--- config.mk ---
export PLATFORM = sky130hd
export DESIGN_NAME = obstacle_scheduler
export DESIGN_NICKNAME = d
export VERILOG_FILES = /design/src/rtl/obstacle_scheduler.sv
export SDC_FILE = /design/constraint.sdc
export NUM_CORES = 1
export LEC_CHECK = 0
export CAP_MARGIN = 5
export CORE_MARGIN = 2
export CORE_UTILIZATION = 26
export CTS_BUF_LIST = sky130_fd_sc_hd__clkbuf_4 sky130_fd_sc_hd__clkbuf_8 sky130_fd_sc_hd__clkbuf_16
export DETAILED_ROUTE_END_ITERATION = 12
export GPL_ROUTABILITY_DRIVEN = 0
export SYNTH_ARGS = -nofsm -noshare
export SYNTH_HDL_FRONTEND = slang
export SYNTH_SLANG_ARGS = --single-unit
--- constraint.sdc ---
create_clock -name system_clock_in -period 3.6 [get_ports system_clock_in]
set_clock_uncertainty 0.1 [all_clocks]
set_input_delay 0.72 -clock system_clock_in [delete_from_list [all_inputs] [get_ports system_clock_in]]
set_output_delay 0.72 -clock system_clock_in [all_outputs]
set_load 0.03 [all_outputs]
--- src/rtl/obstacle_scheduler.sv ---
// Per-frame obstacle mover and spawner: each vsync rising edge walks every slot once, then offers one spawn.
// A frame pass takes NUM_OBSTACLES+1 cycles. A spawn request is held by the requester until spawn_ack.
package obstacle_scheduler_pkg;
    typedef struct packed {
        logic        active;
        logic [1:0]  lane;
        logic [10:0] position;
    } obstacle_t;
endpackage

module obstacle_scheduler
    import obstacle_scheduler_pkg::*;
#(
    parameter int SCREEN_WIDTH  = 1024,
    parameter int NUM_OBSTACLES = 10
) (
    input  logic                            system_clock_in,
    input  logic                            reset_n_in,
    input  logic                            vsync,
    input  logic                            enable_in,
    input  logic                            clear_in,
    input  logic [3:0]                      speed_in,
    input  logic                            spawn_req,
    input  logic [1:0]                      spawn_lane,
    output logic                            spawn_ack,
    output logic                            spawn_drop,
    output obstacle_t [NUM_OBSTACLES-1:0]   obstacles,
    output logic                            busy
);
    localparam int IDX_W = (NUM_OBSTACLES > 1) ? $clog2(NUM_OBSTACLES) : 1;
    localparam logic [IDX_W-1:0] LAST_IDX = IDX_W'(NUM_OBSTACLES - 1);

    typedef enum logic [1:0] {IDLE, UPDATE, SPAWN} state_t;

    state_t           state, state_nxt;
    logic             vsync_q;
    logic             armed;
    logic             pending;
    logic             tick;
    logic [IDX_W-1:0] idx;
    logic [3:0]       speed_lat;
    logic             free_found;
    logic [IDX_W-1:0] free_idx;
    logic             spawn_ok;

    // armed stays low until vsync is seen low, so a level held across reset is not a tick
    assign tick = vsync & ~vsync_q & armed;
    assign busy = (state != IDLE);

    always_comb begin
        free_found = 1'b0;
        free_idx   = '0;
        for (int i = NUM_OBSTACLES - 1; i >= 0; i--) begin
            if (!obstacles[i].active) begin
                free_found = 1'b1;
                free_idx   = IDX_W'(i);
            end
        end
    end

    always_comb begin
        state_nxt  = state;
        spawn_ack  = 1'b0;
        spawn_drop = 1'b0;
        spawn_ok   = 1'b0;
        case (state)
            IDLE:   if (enable_in && (tick || pending)) state_nxt = UPDATE;
            UPDATE: if (idx == LAST_IDX) state_nxt = SPAWN;
            SPAWN: begin
                state_nxt = IDLE;
                if (spawn_req && enable_in) begin
                    spawn_ack = 1'b1;
                    if (spawn_lane == 2'd3 || !free_found) spawn_drop = 1'b1;
                    else                                   spawn_ok   = 1'b1;
                end
            end
            default: state_nxt = IDLE;
        endcase
        if (clear_in) begin
            state_nxt  = IDLE;
            spawn_ack  = 1'b0;
            spawn_drop = 1'b0;
            spawn_ok   = 1'b0;
        end
    end

    always_ff @(posedge system_clock_in or negedge reset_n_in) begin
        if (!reset_n_in) begin
            state     <= IDLE;
            vsync_q   <= 1'b0;
            armed     <= 1'b0;
            pending   <= 1'b0;
            idx       <= '0;
            speed_lat <= '0;
        end else begin
            state   <= state_nxt;
            vsync_q <= vsync;
            armed   <= armed | ~vsync;
            // in IDLE a pending tick is either consumed by UPDATE or discarded while disabled
            if (clear_in || state == IDLE) pending <= 1'b0;
            else if (tick)                 pending <= 1'b1;
            if (state == UPDATE) idx <= idx + 1'b1;
            else                 idx <= '0;
            if (state == IDLE && state_nxt == UPDATE) speed_lat <= speed_in;
        end
    end

    always_ff @(posedge system_clock_in or negedge reset_n_in) begin
        if (!reset_n_in) begin
            obstacles <= '0;
        end else if (clear_in) begin
            obstacles <= '0;
        end else if (state == UPDATE) begin
            if (obstacles[idx].active) begin
                if (obstacles[idx].position >= {7'd0, speed_lat}) begin
                    obstacles[idx].position <= obstacles[idx].position - {7'd0, speed_lat};
                end else begin
                    obstacles[idx].active   <= 1'b0;
                    obstacles[idx].position <= '0;
                end
            end
        end else if (spawn_ok) begin
            obstacles[free_idx] <= '{active: 1'b1, lane: spawn_lane, position: 11'(SCREEN_WIDTH)};
        end
    end

endmodule

==> Word-level counts from Yosys, hierarchy flattened <==
Cells that the tools add are included.
{ "classes": {"magnitude_cmp": 5, "eq_ne": 6, "multipliers": 0, "shift": 0, "bitwise_logic": 5, "div_mod_pow": 0, "n_reduce_logical": 14, "addsub": 2, "n_mux": 55} }
{ "ops": {"columns": ["op", "count"], "rows": [
  ["$mux 140", 5],
  ["$bwmux 140", 4],
  ["$demux 14 s4", 3],
  ["$bmux 14 s4", 1],
  ["$mux 4", 11],
  ["$mux 14", 3],
  ["$mux 1", 23],
  ["$ge 11x4->1", 1],
  ["$mux 11", 1],
  ["$sub 11x4->11", 1],
  ["$lt 4x5->1 const B", 2],
  ["$ge 4x1->1 const B", 2],
  ["$mux 2", 3],
  ["$logic_and 1x1->1", 5],
  ["$add 4x1->4 const B", 1],
  ["$eq 2x1->1 const B", 2],
  ["$eq 2x2->1 const B", 2],
  ["$eq 4x4->1 const B", 1],
  ["$pmux 2 s2", 1],
  ["$reduce_bool 2->1", 2],
  ["$logic_or 1x1->1", 3],
  ["$ne 3x2->1 const B", 1],
  ["$reduce_bool 3->1", 1],
  ["$and 1x1->1", 2],
  ["other kinds (5)", 6]
]} }
{ "word_totals": {"romBits": 0, "reg_bits": 153, "inputBits": 12, "elab_cells": 123, "ramBits": 0, "latch_bits": 0, "memories": 0} }

==> Logic depth before layout (Yosys ltp) <==
Gate-level depths: netlist of run 1.
{ "logic_depth": {"ltp_word": 19, "ltp_mapped": 16, "depth_no_buf": 12} }

==> Least setup slack after synthesis of run 1 <==
Ideal clock, no wire load.
{ "synth_timing": {"path_kind": "reg-to-reg", "from": "reg idx[0]", "to": "reg obstacles[97] (netlist bit)", "n_path_buf": 5, "setup_time_ns": 0.127, "stages_incl_launch_ff": 17, "t_arrival_ns": 3.780, "slack_ns": -0.408, "required_ns": 3.373, "synth_period_minus_slack_ns": 4.008, "path_cell_list": "dfrtp_1 -> buf_6 -> buf_4 -> buf_4 -> buf_2 -> mux4_2 -> mux2i_1 -> o22ai_1 -> ha_1 -> nor2b_1 -> o31a_1 -> nor3_1 -> nand4_2 -> o21a_2 -> buf_6 -> o21ai_1 -> o31ai_1"} }
{ "synth_via": {"elab_chain_cells": 10} }
{ "synth_lines": {"columns": ["element", "line_no", "text"], "rows": [
  ["start: declaration", "40", "logic [IDX_W-1:0] idx;"],
  ["start signal: assignment", "102", "if (state == UPDATE) idx <= idx + 1'b1;"],
  ["parallel branches: the longest is 10 deep, another holds $ge 11x4->1", null, null],
  ["end signal: indexed assignment", "123", "obstacles[free_idx] <= '{active: 1'b1, lane: spawn_lane, position: 11'(SCREEN_WIDTH)};"],
  ["end: declaration", "27", "output obstacle_t [NUM_OBSTACLES-1:0] obstacles,"]
]} }
Parallel ways; which one is timed is not known. The select of a mux whose other input is x is not followed.
A chain may end at the register's enable or synchronous reset.

==> Worst setup path in the final report of run 1 <==
{ "layout_timing": {"from": "reg idx[0]", "to": "reg obstacles[133] (netlist bit)"} }
{ "layout_via": {"elab_chain_cells": 9} }
{ "layout_lines": {"columns": ["element"], "rows": [
  ["parallel branches: the longest is 9 deep, another holds $sub 11x4->11"]
]} }
Parallel ways; which one is timed is not known. The select of a mux whose other input is x is not followed.

==> summary.txt, run 1 <==
Critical path
  • CP startpoint kind: register
  • Largest fanout on the critical path: 8
  • Required @ worst endpoint: 3.87 ns
  • RR Endpoint: obstacles[133]$_DFFE_PN0P_
  • Type of the worst setup path: reg -> reg
  • Reg2Reg Depth: 15
  • Crit. End Element: register
  • Worst R2R Setup Slack: 0.15 ns
  • Crit path DAT: 3.72 ns
  • Reg2reg start: idx[0]$_DFF_PN0_

Placed design
  • Buffers on Ports: 154
  • Post-DP HPWL: 21100 um
  • Cells after DPL: 1329
  • Pre-CTS WS: 0.0300 ns

Floorplan
  • Die area: 0.0315 sq mm
  • Die Wd: 178 um
  • Die Ht: 178 um
  • Core area: 0.0296 sq mm
  • IO Pins: 155
  • Initial Util: 26.4%
  • Row cnt: 63

Synth
  • Yosys top cell by area: dfrtp_1
  • Post-synth ARST share: 100%
  • Top_reg_cell synth: dfrtp_1
  • YS warnings: 0
  • Sequential share of the synthesized area: 48.9%
  • Post-synth EDFFs: 0
  • Synthesized netlist net count: 803
  • Synth top area share: 48.9%
  • Synthesized instance count: 782
  • Yosys reg bits: 153
  • Unique cell type count in the Yosys netlist: 76
  • Top cells by area, synth: dfrtp_1 49%, o21ai_0 6.5%, nand2_1 6.4%, mux2i_1 6.0%, mux4_2 3.7%
  • Synth Cell Area: 0.00783 sq mm
  • Average cell area after synthesis: 10.0 sq um

Global routing
  • Antenna violations before repair: 0
  • Largest net degree at the start of global routing: 69
  • Gr usage total: 17.9%
  • Gr ovfl total: 0
  • Vias in the first global route: 6855
  • First-pass GRT wire length: 42500 um

Detailed routing
  • Post-route ant nets: 0
  • Routed vias: 6902
  • Wire per inst: 20.3 um
  • Vias/cell: 5.06
  • DRT Wirelength: 27700 um
  • First-pass detailed-route iteration total: 5
  • DR iter-0 viols: 621
  • Residual DRC count: 0

Clock network
  • CTS HTree Levels: 4
  • CTS root buf: clkbuf_16
  • Clock sink total: 153
  • CTS max path bufs: 2
  • Num CTS Buffers: 17
  • Clock-pin slew on the worst setup and hold paths: 0.07 ns
  • TritonCTS clock tree: built
  • Clock Latency Late Sink: 0.44 ns

Outcome
  • Result of the run: finished clean

Pwr
  • Sw Ratio: 30.7%
  • Net Switching: 1400 uW
  • Logic pwr share: 19.5%
  • Share of power burned in registers: 40.2%
  • Leakage: 0.00429 uW
  • Clk network pwr share: 40.3%
  • VDD IR max: 0.336 mV
  • Int Pwr: 3160 uW
  • Tot Pwr: 4560 uW
  • Pwr dens: 426 mW/mm^2

Timing
  • Fmax: 0.290 GHz
  • Setup WS post-layout: 0.152 ns
  • Final period utilization: 95.8%
  • Slew Limit Fails: 0
  • Fin crit period: 3.45 ns
  • Hold Vio Cnt, Final: 0
  • Setup violators final: 0
  • Max-slew headroom: 29.0%
  • Worst slew pin tran: 1.06 ns

Layout
  • Register area: 0.00383 sq mm
  • Nets: 983
  • Antenna cells: 0
  • Post-Layout Cell Count: 1364
  • Fin util: 36.1%
  • Layout area overhead: 36.5%
  • Multi-input gate area: 0.00378 sq mm
  • Layout cell share with drive strength beyond 1: 14.4%
  • Fillers: 3035

Flow run
  • Number of max-cap violations: 0

Hold path
  • Hold crit path type: in -> async
## routing by layer
| layer | global-route usage (%) | vias to the layer above | wire [um] |
|---|---|---|---|
| li1 | - | 3179 | - |
| met1 | 25.5 | 3438 | 12700 |
| met2 | 27.6 | 259 | 12800 |
| met3 | 3.62 | 26 | 1820 |
| met4 | 4.64 | 0 | 400 |
| met5 | 0 | - | 0 |
## registers in the layout, summed over array words and instances, names as in the netlist
register and count:
obstacles 140, idx 4, speed_lat 4, state 2, armed 1, pending 1
vsync_q 1
## worst max path at each step
stage	from	end	slack (ns)	cells past startpoint
2_1_floorplan	idx[0]$_DFF_PN0_	obstacles[97]$_DFFE_PN0P_	0.02	16
3_3_place_gp	idx[0]$_DFF_PN0_	obstacles[10]$_DFFE_PN0P_	0.10	12
3_5_place_dp	idx[0]$_DFF_PN0_	obstacles[104]$_DFFE_PN0P_	0.03	13
4_1_cts	idx[0]$_DFF_PN0_	obstacles[104]$_DFFE_PN0P_	0.03	13
5_1_grt	idx[0]$_DFF_PN0_	obstacles[10]$_DFFE_PN0P_	-0.001	13
6_report	idx[0]$_DFF_PN0_	obstacles[133]$_DFFE_PN0P_	0.15	15
## layout by cell type, fill, tap and decap left out, drive strengths merged, types with 4 or more instances in the layout
cell type / n
mux2i: 47
buf: 50
or2: 7
clkdlybuf4s50: 151
o22ai: 14
and3: 4
nand3: 14
ha: 8
nor2: 49
xnor2: 4
o21a: 6
o31ai: 7
clkbuf: 18
nand2b: 7
inv: 20
a22o: 8
nor2b: 8
nand2: 137
mux4: 13
a21oi: 21
o21ai: 127
dfrtp: 153
nor3: 15
and2: 8
a31oi: 4
nand4: 13
## cell usage after synthesis (all sizes together), types with 3 or more instances
master   instances
a22oi            3
o31a             3
or2              7
inv             14
a21oi           21
o21ai          127
a22o             8
and2             8
xor2             3
nor2b            8
or3b             3
clkbuf          11
mux4            13
nand4           13
and3             4
xnor2            4
nand2          137
o2bb2ai          3
o22ai           14
and4             3
nand2b           7
ha               8
a31oi            4
a32o             3
nand4b           3
nor2            49
nor3            15
buf             29
o31ai            7
a21o             3
mux2i           47
nand3           14
o21bai           3
dfrtp          153
o21a             6
## per-stage QoR
| stage | instance area (sq um) | TNS, ns | hold WS, ns |
|---|---|---|---|
| CTS | 10600 | 0 | 0.217 |
| global placement | 10000 | 0 | 0.351 |
| finish | 10700 | 0 | 0.189 |
| detailed placement | 10000 | 0 | 0.354 |
| floorplan | 7870 | 0 | 0.324 |
| global route | 10700 | -0.00117 | 0.241 |
## repair_timing
action / 4_1_cts / 5_1_grt
setup buffers: 0 / 4
gates resized for setup: 0 / 15
hold endpoints to repair: 0 / 0
hold buffers: 0 / 0
setup endpoints to repair: 0 / 67
## critical path, stage by stage, from the launching register on
cell and delay [ns]:
dfrtp_2 0.39, buf_4 0.17, buf_4 0.15, mux4_2 0.51
mux2i_1 0.17, o22ai_1 0.11, ha_1 0.34, o21a_1 0.15
o31a_1 0.25, nor3_4 0.06, nand4_2 0.11, buf_4 0.14
o21ai_4 0.06, buf_6 0.14, or3_1 0.38, o21ai_1 0.16
## power groups by stage
stage          clock network, uW  registers (uW)  logic [uW]
2_1_floorplan                  0            1920         450
3_3_place_gp                   0            1870         846
3_5_place_dp                   0            1870         850
4_1_cts                     1860            1840         858
5_1_grt                     1940            1840         956
6_report                    1830            1830         889
## cell families after synthesis
kind of cell / synth area share, %
flip-flops: 48.9
AND/OR/NAND/NOR: 17.0
XOR/XNOR: 0.783
buffers and inverters: 3.64
adder cells (fa/ha/maj): 1.53
AO/OA/AOI/OAI: 18.3
multiplexers: 9.89
## area by class of cell
cell class	count	share of cell area, %
multi-input combinational	575	35.3
clock inverter	13	1.47
sequential	153	35.8
timing repair buffer	201	18.2
inverter	14	0.491
clock buffer	18	4.11
tap	390	4.56
(Power assumes the default switching activity.)
==> run 2: changes to the inputs <==
- REMOVE_ABC_BUFFERS: default -> 1
==> run 2 against run 1 <==
  * Worst setup slack lost 0.11 ns
  * Cell count rose by 0.95%
  * Cell area up 1.7%
  * Count of clock-buffer cells in the layout increased by 2
  * Largest cell class unchanged
  * First-iteration DRC count is 10% lower
  * Register-to-register slack got worse by 0.11 ns
  * Die area stayed put
  * Combinational power increased by 5.2%
  * Sequential share of layout area is 0.61 points lower
  * Critical path depth down 1
  * Global-route usage rose by 0.55 points
==> summary.txt, run 2 (synthesized netlist as in run 1, its figures left out) <==
Detailed routing
  • DRT Wirelength: 28900 um (+4.2%)
  • DR iter-0 viols: 559 (-10%)
  • Post-route ant nets: 0 (unchanged)
  • First-pass detailed-route iteration total: 6 (+1)
  • Routed vias: 7095 (+2.8%)
  • Residual DRC count: 0 (unchanged)
  • Vias/cell: 5.15 (+1.8%)
  • Wire per inst: 21.0 um (+3.2%)

Global routing
  • Largest net degree at the start of global routing: 63 (-8.7%)
  • Vias in the first global route: 7088 (+3.4%)
  • Gr usage total: 18.4% (+0.55 points)
  • First-pass GRT wire length: 43600 um (+2.5%)
  • Gr ovfl total: 0 (unchanged)
  • Antenna violations before repair: 0 (unchanged)

Critical path
  • Most frequent CP cell: buf_6
  • Reg2reg start: idx[0]$_DFF_PN0_
  • Type of the worst setup path: reg -> reg
  • Crit path DAT: 3.74 ns (+0.02 ns)
  • Crit path buffers/inverters: 3 (-1)
  • Worst R2R Setup Slack: 0.04 ns (-0.11 ns)
  • Largest fanout on the critical path: 8 (unchanged)
  • Reg2Reg Depth: 14 (-1)
  • Delay-heaviest family, CP: compound AO/OA/AOI/OAI gates
  • CP startpoint kind: register
  • Critical Path Slowest Stage Cell: mux4_2
  • Required @ worst endpoint: 3.78 ns (-0.09 ns)
  • Worst-path cell chain: buf_6 -> mux4_2 -> mux2i_1 -> o22a_1 -> ha_2 -> inv_2 -> fa_2 -> a21o_1 -> a21oi_2 -> buf_6 -> nand3_4 -> o21a_1 -> o21ai_4 -> o221ai_2
  • Crit. End Element: register
  • RR Endpoint: obstacles[10]$_DFFE_PN0P_
  • CP max stage delay: 0.49 ns (-0.02 ns)

Floorplan
  • Core area: 0.0296 sq mm (unchanged)
  • Die area: 0.0315 sq mm (unchanged)
  • IO Pins: 155 (unchanged)
  • Die Wd: 178 um (unchanged)
  • Row cnt: 63 (unchanged)
  • Die Ht: 178 um (unchanged)
  • Initial Util: 26.4% (unchanged)

Clock network
  • CTS max path bufs: 2 (unchanged)
  • CTS HTree Levels: 4 (unchanged)
  • Num CTS Buffers: 17 (unchanged)
  • TritonCTS clock tree: built
  • Clock Latency Late Sink: 0.43 ns (about the same)
  • CTS root buf: clkbuf_16
  • # hold bufs at CTS: 0 (unchanged)
  • Clock sink total: 153 (unchanged)
  • Clock-pin slew on the worst setup and hold paths: 0.07 ns (about the same)

Hold path
  • Hold crit path type: in -> async

Timing
  • Fin crit period: 3.56 ns (+0.115 ns)
  • Setup violators final: 0 (unchanged)
  • Hold Vio Cnt, Final: 0 (unchanged)
  • Max-slew headroom: 35.1% (+6.2 points)
  • Slew Limit Fails: 0 (unchanged)
  • Hold WS: 0.170 ns (-0.0196 ns)
  • Final period utilization: 99.0% (+3.2 points)
  • Setup TNS: 0 ns (unchanged)
  • RSZ-0062 raised after global routing: true
  • Setup WS post-layout: 0.0375 ns (-0.115 ns)
  • Fmax: 0.281 GHz (-3.2%)
  • Worst slew pin tran: 0.973 ns (-0.0861 ns)

Layout
  • Multi-input gate area: 0.00381 sq mm (+0.93%)
  • Post-Layout Cell Count: 1377 (+0.95%)
  • Commonest non-fill, non-tap cells in the layout: 152 x dfrtp_1, 151 x clkdlybuf4s50_1, 134 x nand2_1
  • Nets: 996 (+1.3%)
  • Antenna cells: 0 (unchanged)
  • Register area: 0.00383 sq mm (about the same)
  • Largest Register: obstacles
  • Fillers: 3024 (-0.36%)
  • Layout area overhead: 38.8%
  • Top flop regs: obstacles: 140 flops, idx: 4 flops, speed_lat: 4 flops
  • Largest register FFs: 140 (unchanged)
  • Most common cell after layout, fill and taps aside: dfrtp_1
  • Layout cell share with drive strength beyond 1: 16.2% (+1.8 points)

Pwr
  • Leakage: 0.00439 uW (+2.3%)
  • Pwr dens: 422 mW/mm^2 (-0.97%)
  • VDD IR max: 0.278 mV (-17%)

Placed design
  • Post-DP HPWL: 21500 um (+2.1%)
  • Cells after DPL: 1341 (+0.90%)
  • Pre-CTS WS: 0.0752 ns (+0.0453 ns)
  • Buffers on Ports: 154 (unchanged)

Flow run
  • Number of max-cap violations: 0 (unchanged)

Outcome
  • Result of the run: finished clean
## run 2: where the power goes
part / internal (uW) / switching, uW / total (uW)
clock network: 1060 / 761 / 1830
logic: 359 / 576 / 935
registers: 1770 / 57.3 / 1830
## run 2: what timing repair did
action,in CTS,in global routing
setup endpoints to repair,0,113
endpoints found under the hold margin,0,0
resized for setup,0,32
setup buffers,0,5
## run 2: layout make-up
class	instances	area share [%]
Tap cell	390	4.49
Sequential cell	153	35.2
Clock inverter	11	1.27
Clock buffer	20	4.18
Inverter	14	0.483
Timing Repair Buffer	214	19.3
Multi-Input combinational cell	575	35.1
## run 2: layer usage
| layer | track usage [%] | part of all wire (%) | vias to the layer above | routed length, um |
|---|---|---|---|---|
| met4 | 7.17 | 2.7 | 0 | 788 |
| met1 | 25.6 | 45 | 3531 | 12900 |
| met2 | 28.0 | 45 | 321 | 12900 |
| li1 | - | - | 3202 | - |
| met5 | 0 | 0 | - | 0 |
| met3 | 3.88 | 7.8 | 41 | 2240 |
## run 2: stage by stage
step                total power, uW  utilization (%)  area (sq um)
global placement               2730             34.2         10100
global route                   4750             36.7         10900
floorplan                      2330                -          7600
CTS                            4550             36.2         10700
finish                         4590             36.7         10900
detailed placement             2730             34.2         10100
## run 2: worst max-delay path by stage
| stage | from | to | slack (ns) | depth (start not counted) |
|---|---|---|---|---|
| final | idx[0]$_DFF_PN0_ | obstacles[10]$_DFFE_PN0P_ | 0.04 | 14 |
| after global routing | idx[0]$_DFF_PN0_ | obstacles[20]$_DFFE_PN0P_ | -0.13 | 15 |
| after CTS | idx[0]$_DFF_PN0_ | obstacles[49]$_DFFE_PN0P_ | 0.06 | 14 |
| after detailed placement | idx[0]$_DFF_PN0_ | obstacles[49]$_DFFE_PN0P_ | 0.08 | 14 |
| after global placement | idx[0]$_DFF_PN0_ | obstacles[105]$_DFFE_PN0P_ | 0.05 | 14 |
| after floorplan | idx[0]$_DFF_PN0_ | obstacles[0]$_DFFE_PN0P_ | -1.27 | 11 |
==> run 3: changes to the inputs <==
- CAP_MARGIN: 5 -> default
==> results of run 3 <==
Same layout as run 2: the final DEF is identical, and so are final timing and power.
